## config.mk

```make
export PLATFORM = sky130hd
export DESIGN_NAME = burst_mem_ctrl
export DESIGN_NICKNAME = d
export VERILOG_FILES = /design/src/rtl/burst_mem_ctrl.sv
export SDC_FILE = /design/constraint.sdc
export NUM_CORES = 2
export LEC_CHECK = 0
export CORE_AREA = 2 2 632 445
export DETAILED_ROUTE_END_ITERATION = 8
export DIE_AREA = 0 0 634 447
export PLACE_DENSITY = 0.73
export REMOVE_ABC_BUFFERS = 1
export SYNTH_ARGS = -nofsm -noshare
export SYNTH_HDL_FRONTEND = slang
export SYNTH_SLANG_ARGS = --single-unit
export TNS_END_PERCENT = 30
```

## constraint.sdc

```tcl
create_clock -name clk -period 4.2 [get_ports clk]
set_clock_uncertainty 0.1 [all_clocks]
set_input_delay 0.84 -clock clk [delete_from_list [all_inputs] [get_ports clk]]
set_output_delay 0.84 -clock clk [all_outputs]
set_load 0.1 [all_outputs]
```

## src/rtl/burst_mem_ctrl.sv

```systemverilog
// burst_mem_ctrl: single-port burst memory with valid/ready handshakes on the
// request, write-data and read-data channels. A request starts one burst of
// BURST_LEN beats at word address (req_addr*BURST_LEN + beat) mod MEM_DEPTH.
//
// Ports:
//   clk, rst               clock (rising edge), synchronous active-high reset
//   req_valid/req_ready    request handshake; req_write selects write (1) / read (0)
//   req_addr               burst (line) address
//   wr_valid/wr_ready      write beat handshake, wr_data carries the beat
//   rd_valid/rd_ready      read beat handshake, rd_data carries the beat
//   rd_last                final beat of a read burst
//   busy                   a burst is in progress
//   err                    only with BURST_MEM_ERR_EN: one-cycle pulse when a
//                          request addresses beyond MEM_DEPTH (request dropped)
//
// Optional feature macro: BURST_MEM_ERR_EN
module burst_mem_ctrl #(
  parameter int unsigned DATA_W    = 8,
  parameter int unsigned ADDR_W    = 8,
  parameter int unsigned BURST_LEN = 4,
  parameter int unsigned MEM_DEPTH = 512
) (
  input  logic              clk,
  input  logic              rst,
  input  logic              req_valid,
  output logic              req_ready,
  input  logic              req_write,
  input  logic [ADDR_W-1:0] req_addr,
  input  logic              wr_valid,
  output logic              wr_ready,
  input  logic [DATA_W-1:0] wr_data,
  output logic              rd_valid,
  input  logic              rd_ready,
  output logic [DATA_W-1:0] rd_data,
  output logic              rd_last,
  output logic              busy
`ifdef BURST_MEM_ERR_EN
  ,
  output logic              err
`endif
);

  localparam int unsigned BEAT_W = $clog2(BURST_LEN);
  // One extra bit so "all beats issued" is representable during a read.
  localparam int unsigned CNT_W  = BEAT_W + 1;
  localparam int unsigned MEM_AW = $clog2(MEM_DEPTH);

  typedef enum logic [1:0] {
    S_IDLE  = 2'd0,
    S_WRITE = 2'd1,
    S_READ  = 2'd2
  } state_e;

  // Storage (never reset)
  logic [DATA_W-1:0] mem [MEM_DEPTH];

  // Registers
  state_e            state_q, state_d;
  logic [CNT_W-1:0]  beat_q, beat_d;
  logic [ADDR_W-1:0] addr_q, addr_d;
  logic              req_ready_q, req_ready_d;
  logic              wr_ready_q, wr_ready_d;
  logic              rd_valid_q, rd_valid_d;
  logic [DATA_W-1:0] rd_data_q, rd_data_d;
  logic              rd_last_q, rd_last_d;
  logic              busy_q, busy_d;
  logic              err_q, err_d;

  // Handshake / datapath helpers
  logic [MEM_AW-1:0] word_addr;
  logic              req_fire;
  logic              wr_fire;
  logic              rd_fire;
  logic              rd_load;
  logic              addr_oor;

  // Line address concatenated with beat index equals addr*BURST_LEN+beat;
  // the width cast truncates (wraps) or zero-extends to the memory index.
  assign word_addr = MEM_AW'({addr_q, beat_q[BEAT_W-1:0]});

  assign req_fire = (state_q == S_IDLE)  && req_valid && req_ready_q;
  assign wr_fire  = (state_q == S_WRITE) && wr_valid  && wr_ready_q;
  assign rd_fire  = (state_q == S_READ)  && rd_valid_q && rd_ready;
  // Output register may refill when empty or being drained, while beats remain.
  assign rd_load  = (state_q == S_READ) && (!rd_valid_q || rd_ready) &&
                    (beat_q < CNT_W'(BURST_LEN));

`ifdef BURST_MEM_ERR_EN
  assign addr_oor = (32'(req_addr) * BURST_LEN) >= MEM_DEPTH;
`else
  assign addr_oor = 1'b0;
`endif

  // Next-state and registered-output logic
  always_comb begin
    state_d   = state_q;
    beat_d    = beat_q;
    addr_d    = addr_q;
    rd_valid_d = rd_valid_q;
    rd_data_d = rd_data_q;
    rd_last_d = rd_last_q;
    err_d     = 1'b0;

    case (state_q)
      S_IDLE: begin
        if (req_fire) begin
          addr_d = req_addr;
          beat_d = '0;
          if (addr_oor) begin
            err_d = 1'b1;
          end else if (req_write) begin
            state_d = S_WRITE;
          end else begin
            state_d = S_READ;
          end
        end
      end

      S_WRITE: begin
        if (wr_fire) begin
          beat_d = beat_q + CNT_W'(1);
          if (beat_q == CNT_W'(BURST_LEN - 1)) begin
            state_d = S_IDLE;
          end
        end
      end

      S_READ: begin
        if (rd_load) begin
          rd_data_d  = mem[word_addr];
          rd_valid_d = 1'b1;
          rd_last_d  = (beat_q == CNT_W'(BURST_LEN - 1));
          beat_d     = beat_q + CNT_W'(1);
        end else if (rd_fire) begin
          rd_valid_d = 1'b0;
          rd_last_d  = 1'b0;
          if (rd_last_q) begin
            state_d = S_IDLE;
          end
        end
      end

      default: begin
        state_d = S_IDLE;
      end
    endcase

    // req_ready stays low for the err pulse cycle, so a rejected request
    // leaves a one-cycle gap just like a completed burst.
    req_ready_d = (state_d == S_IDLE) && !err_d;
    wr_ready_d  = (state_d == S_WRITE);
    busy_d      = (state_d != S_IDLE);
  end

  // State and output registers
  always_ff @(posedge clk) begin
    if (rst) begin
      state_q     <= S_IDLE;
      beat_q      <= '0;
      addr_q      <= '0;
      req_ready_q <= 1'b0;
      wr_ready_q  <= 1'b0;
      rd_valid_q  <= 1'b0;
      rd_data_q   <= '0;
      rd_last_q   <= 1'b0;
      busy_q      <= 1'b0;
      err_q       <= 1'b0;
    end else begin
      state_q     <= state_d;
      beat_q      <= beat_d;
      addr_q      <= addr_d;
      req_ready_q <= req_ready_d;
      wr_ready_q  <= wr_ready_d;
      rd_valid_q  <= rd_valid_d;
      rd_data_q   <= rd_data_d;
      rd_last_q   <= rd_last_d;
      busy_q      <= busy_d;
      err_q       <= err_d;
    end
  end

  // Memory write port; reset blocks a beat presented in the reset cycle.
  always_ff @(posedge clk) begin
    if (!rst && wr_fire) begin
      mem[word_addr] <= wr_data;
    end
  end

  assign req_ready = req_ready_q;
  assign wr_ready  = wr_ready_q;
  assign rd_valid  = rd_valid_q;
  assign rd_data   = rd_data_q;
  assign rd_last   = rd_last_q;
  assign busy      = busy_q;

`ifdef BURST_MEM_ERR_EN
  assign err = err_q;
`else
  // err_q only matters when the error port exists.
  logic unused_err;
  assign unused_err = err_q;
`endif

endmodule

```

**Word level (Yosys, flattened, before mapping)**

Memories as Yosys holds them, arrays and structs flattened. A register that Yosys moved wholly into a read port is not among the register bits.
Index checks and enable logic that the tools add are counted.

- Add/subtract/negate cells: 1
- $lt $le $gt $ge: 1
- Equality and inequality tests: 7
- Mux-type cells: 17
- Reduce and logical (&&, ||, !) cells: 21

Operator list:

| kind | number |
|---|---|
| $mux 2 | 7 |
| $logic_and 1x1->1 | 9 |
| $mux 3 | 3 |
| $pmux 3 s3 | 1 |
| $ne 2x2->1 const B | 3 |
| $pmux 2 s3 | 1 |
| $reduce_and 2->1 | 3 |
| $mux 1 | 5 |
| $eq 2x1->1 const B | 2 |
| $logic_not 2->1 | 2 |
| $reduce_and 4->1 | 1 |
| $reduce_bool 2->1 | 2 |
| $add 3x1->3 const B | 1 |
| $eq 3x2->1 const B | 1 |
| $lt 3x3->1 const B | 1 |
| $reduce_bool 3->1 | 1 |
| $eq 2x2->1 const B | 1 |
| $logic_not 1->1 | 2 |
| $logic_or 1x1->1 | 1 |

- Register bits after elaboration: 17
- RAM bits: 4096
- Output and inout port bits: 13
- Logic and storage cells: 56
- Memories kept: 1

Memory list:

| name | depth | width | read ports | clocked after memory_dff | write ports | RTL line | RTL |
|---|---|---|---|---|---|---|---|
| mem | 512 | 8 | 1 | 1 | 1 | 55 | `logic [DATA_W-1:0] mem [MEM_DEPTH];` |

**Longest topological paths before layout**

- Word-level depth: 7
- Depth in mapped cells: 14
- Depth with buffers taken out: 9

**Least setup slack after synthesis**

No wires, ideal clock.

- Path type: flip-flop to flip-flop
- Start: reg beat_q[0]
- End: mem mem[68][0], enable pin
- Setup time: 0.371 ns
- Arrival time: 2.620 ns
- Slack: 1.110 ns
- Cell stages (with the launch flop): 15
- Path buffers: 9
- Clock period less this slack: 3.090 ns
- Cell sequence: dfxtp_1 buf_6 buf_6 buf_6 buf_6 buf_6 buf_6 buf_6 buf_4 inv_1 ha_1 and2_1 nand2_1 clkbuf_1 nor2_1

RTL lines:

| element | RTL line | RTL |
|---|---|---|
| from (decl) | 59 | `logic [CNT_W-1:0] beat_q, beat_d;` |
| from (signal assigned) | 170 | `beat_q <= beat_d;` |
| to (decl) | 55 |  |

No word-level cell before the write port.

==> flow_metrics.tcl <==
set metrics [dict create \
    numCtsBuffers 369 \
    cp-startpoint "addr_q[1]" \
    wirelength_um 477000 \
    worst_slew_pin_slew_ps 1300 \
    min_path_type "input pin to flop" \
    finish.net_count 8602 \
    synth_most_common_cell "edfxtp_1" \
    min_period_ps 4260 \
    area_delta_synth_final_pct 14.9 \
    synth_cell_types 71 \
    netlist_area_um2 160000 \
    drc 0 \
    htree_levels 5 \
    fillCellCount 17272 \
    crit_type "flop to flop" \
    die_area_um2 283000 \
    coreArea_um2 277000 \
    portBuffers 33 \
    drt_iter0_markers 16028 \
    place_congestion 0.992 \
    critPathArrivalTime_ps 4960 \
    clk_latency_ps 910 \
    route.antenna.remaining_nets 0 \
    vdd_drop_max_v 0.000383 \
    vias_per_cell 6.95 \
    synthTopCellsByCount "edfxtp_1 (4096), mux4_2 (987), nor2_1 (581)" \
    outcome "finished, violations left" \
    setup_viol 2 \
    path_delay_family "simple AND/OR/NAND/NOR gates" \
    pin_count 35 \
    pre_cts_slack_ps 82.8 \
    drv_slew 0 \
    combPwrFrac_pct 10.8 \
    numPlacedInstances 11890 \
    setup_slack_ps -60.2 \
    reg2reg_depth 11 \
    routed-via-count 87246 \
    clk_pin_slew_ps 70 \
    antenna_found_initial 44 \
    crit_required_ps 4900 \
    switching_share_pct 23.8 \
    cap_violations 0 \
    hold_viol_final 0 \
    overflow 0 \
    path_buf_inv 4 \
    yosys-top-cells-area "edfxtp_1 (77%), mux4_2 (14%), mux2i_1 (1.7%)" \
    violations "negative setup slack" \
    grt_max_degree 130 \
    place_area_um2 172000 \
    power.switching_w 0.0211 \
    p_int_w 0.0675 \
    die_w_um 634 \
    root_buffer "clkbuf_16" \
    timing.rr.end "rd_data[7]" \
    ys_ff_latch 4121 \
    avgRoutedWirePerCell_um 38.0 \
    post_cts_buffers 0 \
    first_global_vias 84140 \
    crit_slowest_cell "dfxtp_4" \
    timing.fmax_mhz 235 \
    rows 162 \
    cts.sinks 4121 \
    grt_pass1_wl_um 662000 \
    start_kind "flop" \
    synth-edff-count 4096 \
    rsz0062_at_grt "false" \
    cts_tree "yes" \
    worstPathCellList "buf_4 > nand2_1 > buf_4 > o22ai_1 > o32ai_1 > a211oi_1 > buf_4 > nand3_1 > nor4_1 > buf_4 > a311oi_1" \
    endpoint_kind "flop" \
    syn_area_per_cell_um2 21.2 \
    start_util_pct 57.8 \
    r2r-start "addr_q[1]" \
    synth_area_leader_cell "edfxtp_1" \
    clockPowerShare_pct 37.9 \
    die_h_um 447 \
    p_seq_share_pct 51.2 \
    relSlewSlack_pct 12.5 \
    crit_cells 11 \
    dr.pass1.iters 9 \
    crit_path_max_fanout 19 \
    netlist_instances 7569 \
    slowest_delay_ps 710 \
    crit_top_cell "buf_4" \
    reg2reg_slack_ps -60 \
    postLayoutCellArea_um2 184000 \
    period_share_pct 101 \
    ys_warn_count 0 \
    synthFlopType "edfxtp_1" \
    ys_seq_area_share_pct 77.1 \
    grt_usage_pct 33.9 \
    dp_hpwl_um 309000 \
    async_reset_ff_share_pct 0 \
    crit_path_end "rd_data[7]" \
    drive_gt1_share_pct 29.8 \
    stdcell_count 12552 \
    p_per_area_nw_per_um2 481 \
    power_leakage_nw 58.2 \
    synth_top_area_share_pct 76.8 \
    cts_buffer_depth 4 \
]
[metal layers]
metal | global-route usage (%) | wire, um | vias up
met2 | 47.1 | 203000 | 7347
li1 | - | - | 33531
met4 | 11.8 | 19700 | 42
met5 | 0.376 | 398 | -
met1 | 49.4 | 172000 | 45299
met3 | 13.4 | 82800 | 1027
[cell usage in the layout, fill, tap and decap left out, drive strengths merged, types with 39 or more instances in the layout]
master / netlist / layout
mux4: 990 / 990
clkbuf: 198 / 438
bufinv: 0 / 39
edfxtp: 4096 / 4096
nand2: 297 / 297
a22oi: 73 / 73
clkinv: 0 / 145
a21oi: 83 / 83
nand3: 94 / 94
a32oi: 40 / 40
o21ai: 43 / 43
buf: 270 / 1076
mux2i: 279 / 279
o22ai: 66 / 66
nor2: 581 / 581
[area by class of cell]
type                            instances  area [um^2]  area share, %
Inverter                               13         61.3         0.0333
Clock buffer                          438         9560           5.19
Timing Repair Buffer                 1100         9750           5.30
Sequential cell                      4121       124000           67.1
Multi-Input combinational cell       2966        34300           18.7
Antenna cell                           14         35.0         0.0190
Tap cell                             3690         4620           2.51
Clock inverter                        210         2120           1.15
[flip-flops by register name, indices dropped and copies added, names as in the netlist, 2 cells and up]
| name | cells |
|---|---|
| addr_q | 7 |
| beat_q | 3 |
| rd_data | 8 |
| mem | 4096 |
| state_q | 2 |
[power groups by stage]
stage                     Clock, W  Combinational, W  Sequential [W]
after floorplan                  0           0.00461          0.0468
after global placement           0           0.00917          0.0463
after detailed placement         0           0.00927          0.0463
after CTS                   0.0337           0.00934          0.0454
after global routing        0.0352           0.00980          0.0454
final                       0.0336           0.00958          0.0454
[per-stage QoR]
step | hold WS, ps | util, % | power [W] | TNS (ps)
after detailed placement | 435 | 62.1 | 0.0555 | 0
after floorplan | 405 | - | 0.0514 | -
final | 261 | 66.4 | 0.0886 | -72.6
after CTS | 239 | 66.3 | 0.0884 | 0
after global placement | 435 | 62.1 | 0.0554 | 0
after global routing | 262 | 66.3 | 0.0904 | 0
[cells by family (layout without fill, tap and decap cells)]
| family | Yosys count | after routing | share of synthesized area, % |
|---|---|---|---|
| simple gates | 1141 | 1141 | 3.02 |
| compound gates | 520 | 520 | 2.32 |
| fa+ha+maj | 9 | 9 | 0.0703 |
| mux | 1296 | 1296 | 15.9 |
| flops | 4121 | 4121 | 77.1 |
| buf+inv | 482 | 1761 | 1.60 |
| other cells | 0 | 14 | 0 |
[worst min path at each step]
stage / startpoint / end / cells past startpoint
3_3_place_gp: beat_q[2] / beat_q[2] / 2
4_1_cts: wr_data[3] / mem[269][3] / 1
6_report: wr_data[3] / mem[36][3] / 1
2_1_floorplan: beat_q[2] / beat_q[2] / 2
5_1_grt: wr_data[3] / mem[269][3] / 1
3_5_place_dp: beat_q[2] / beat_q[2] / 2
[timing repair]
action,CTS,global route
setup endpoints to repair,0,2
resized for setup,0,3
hold buffers,0,0
Note: power is estimated with default switching activity, not from simulation.
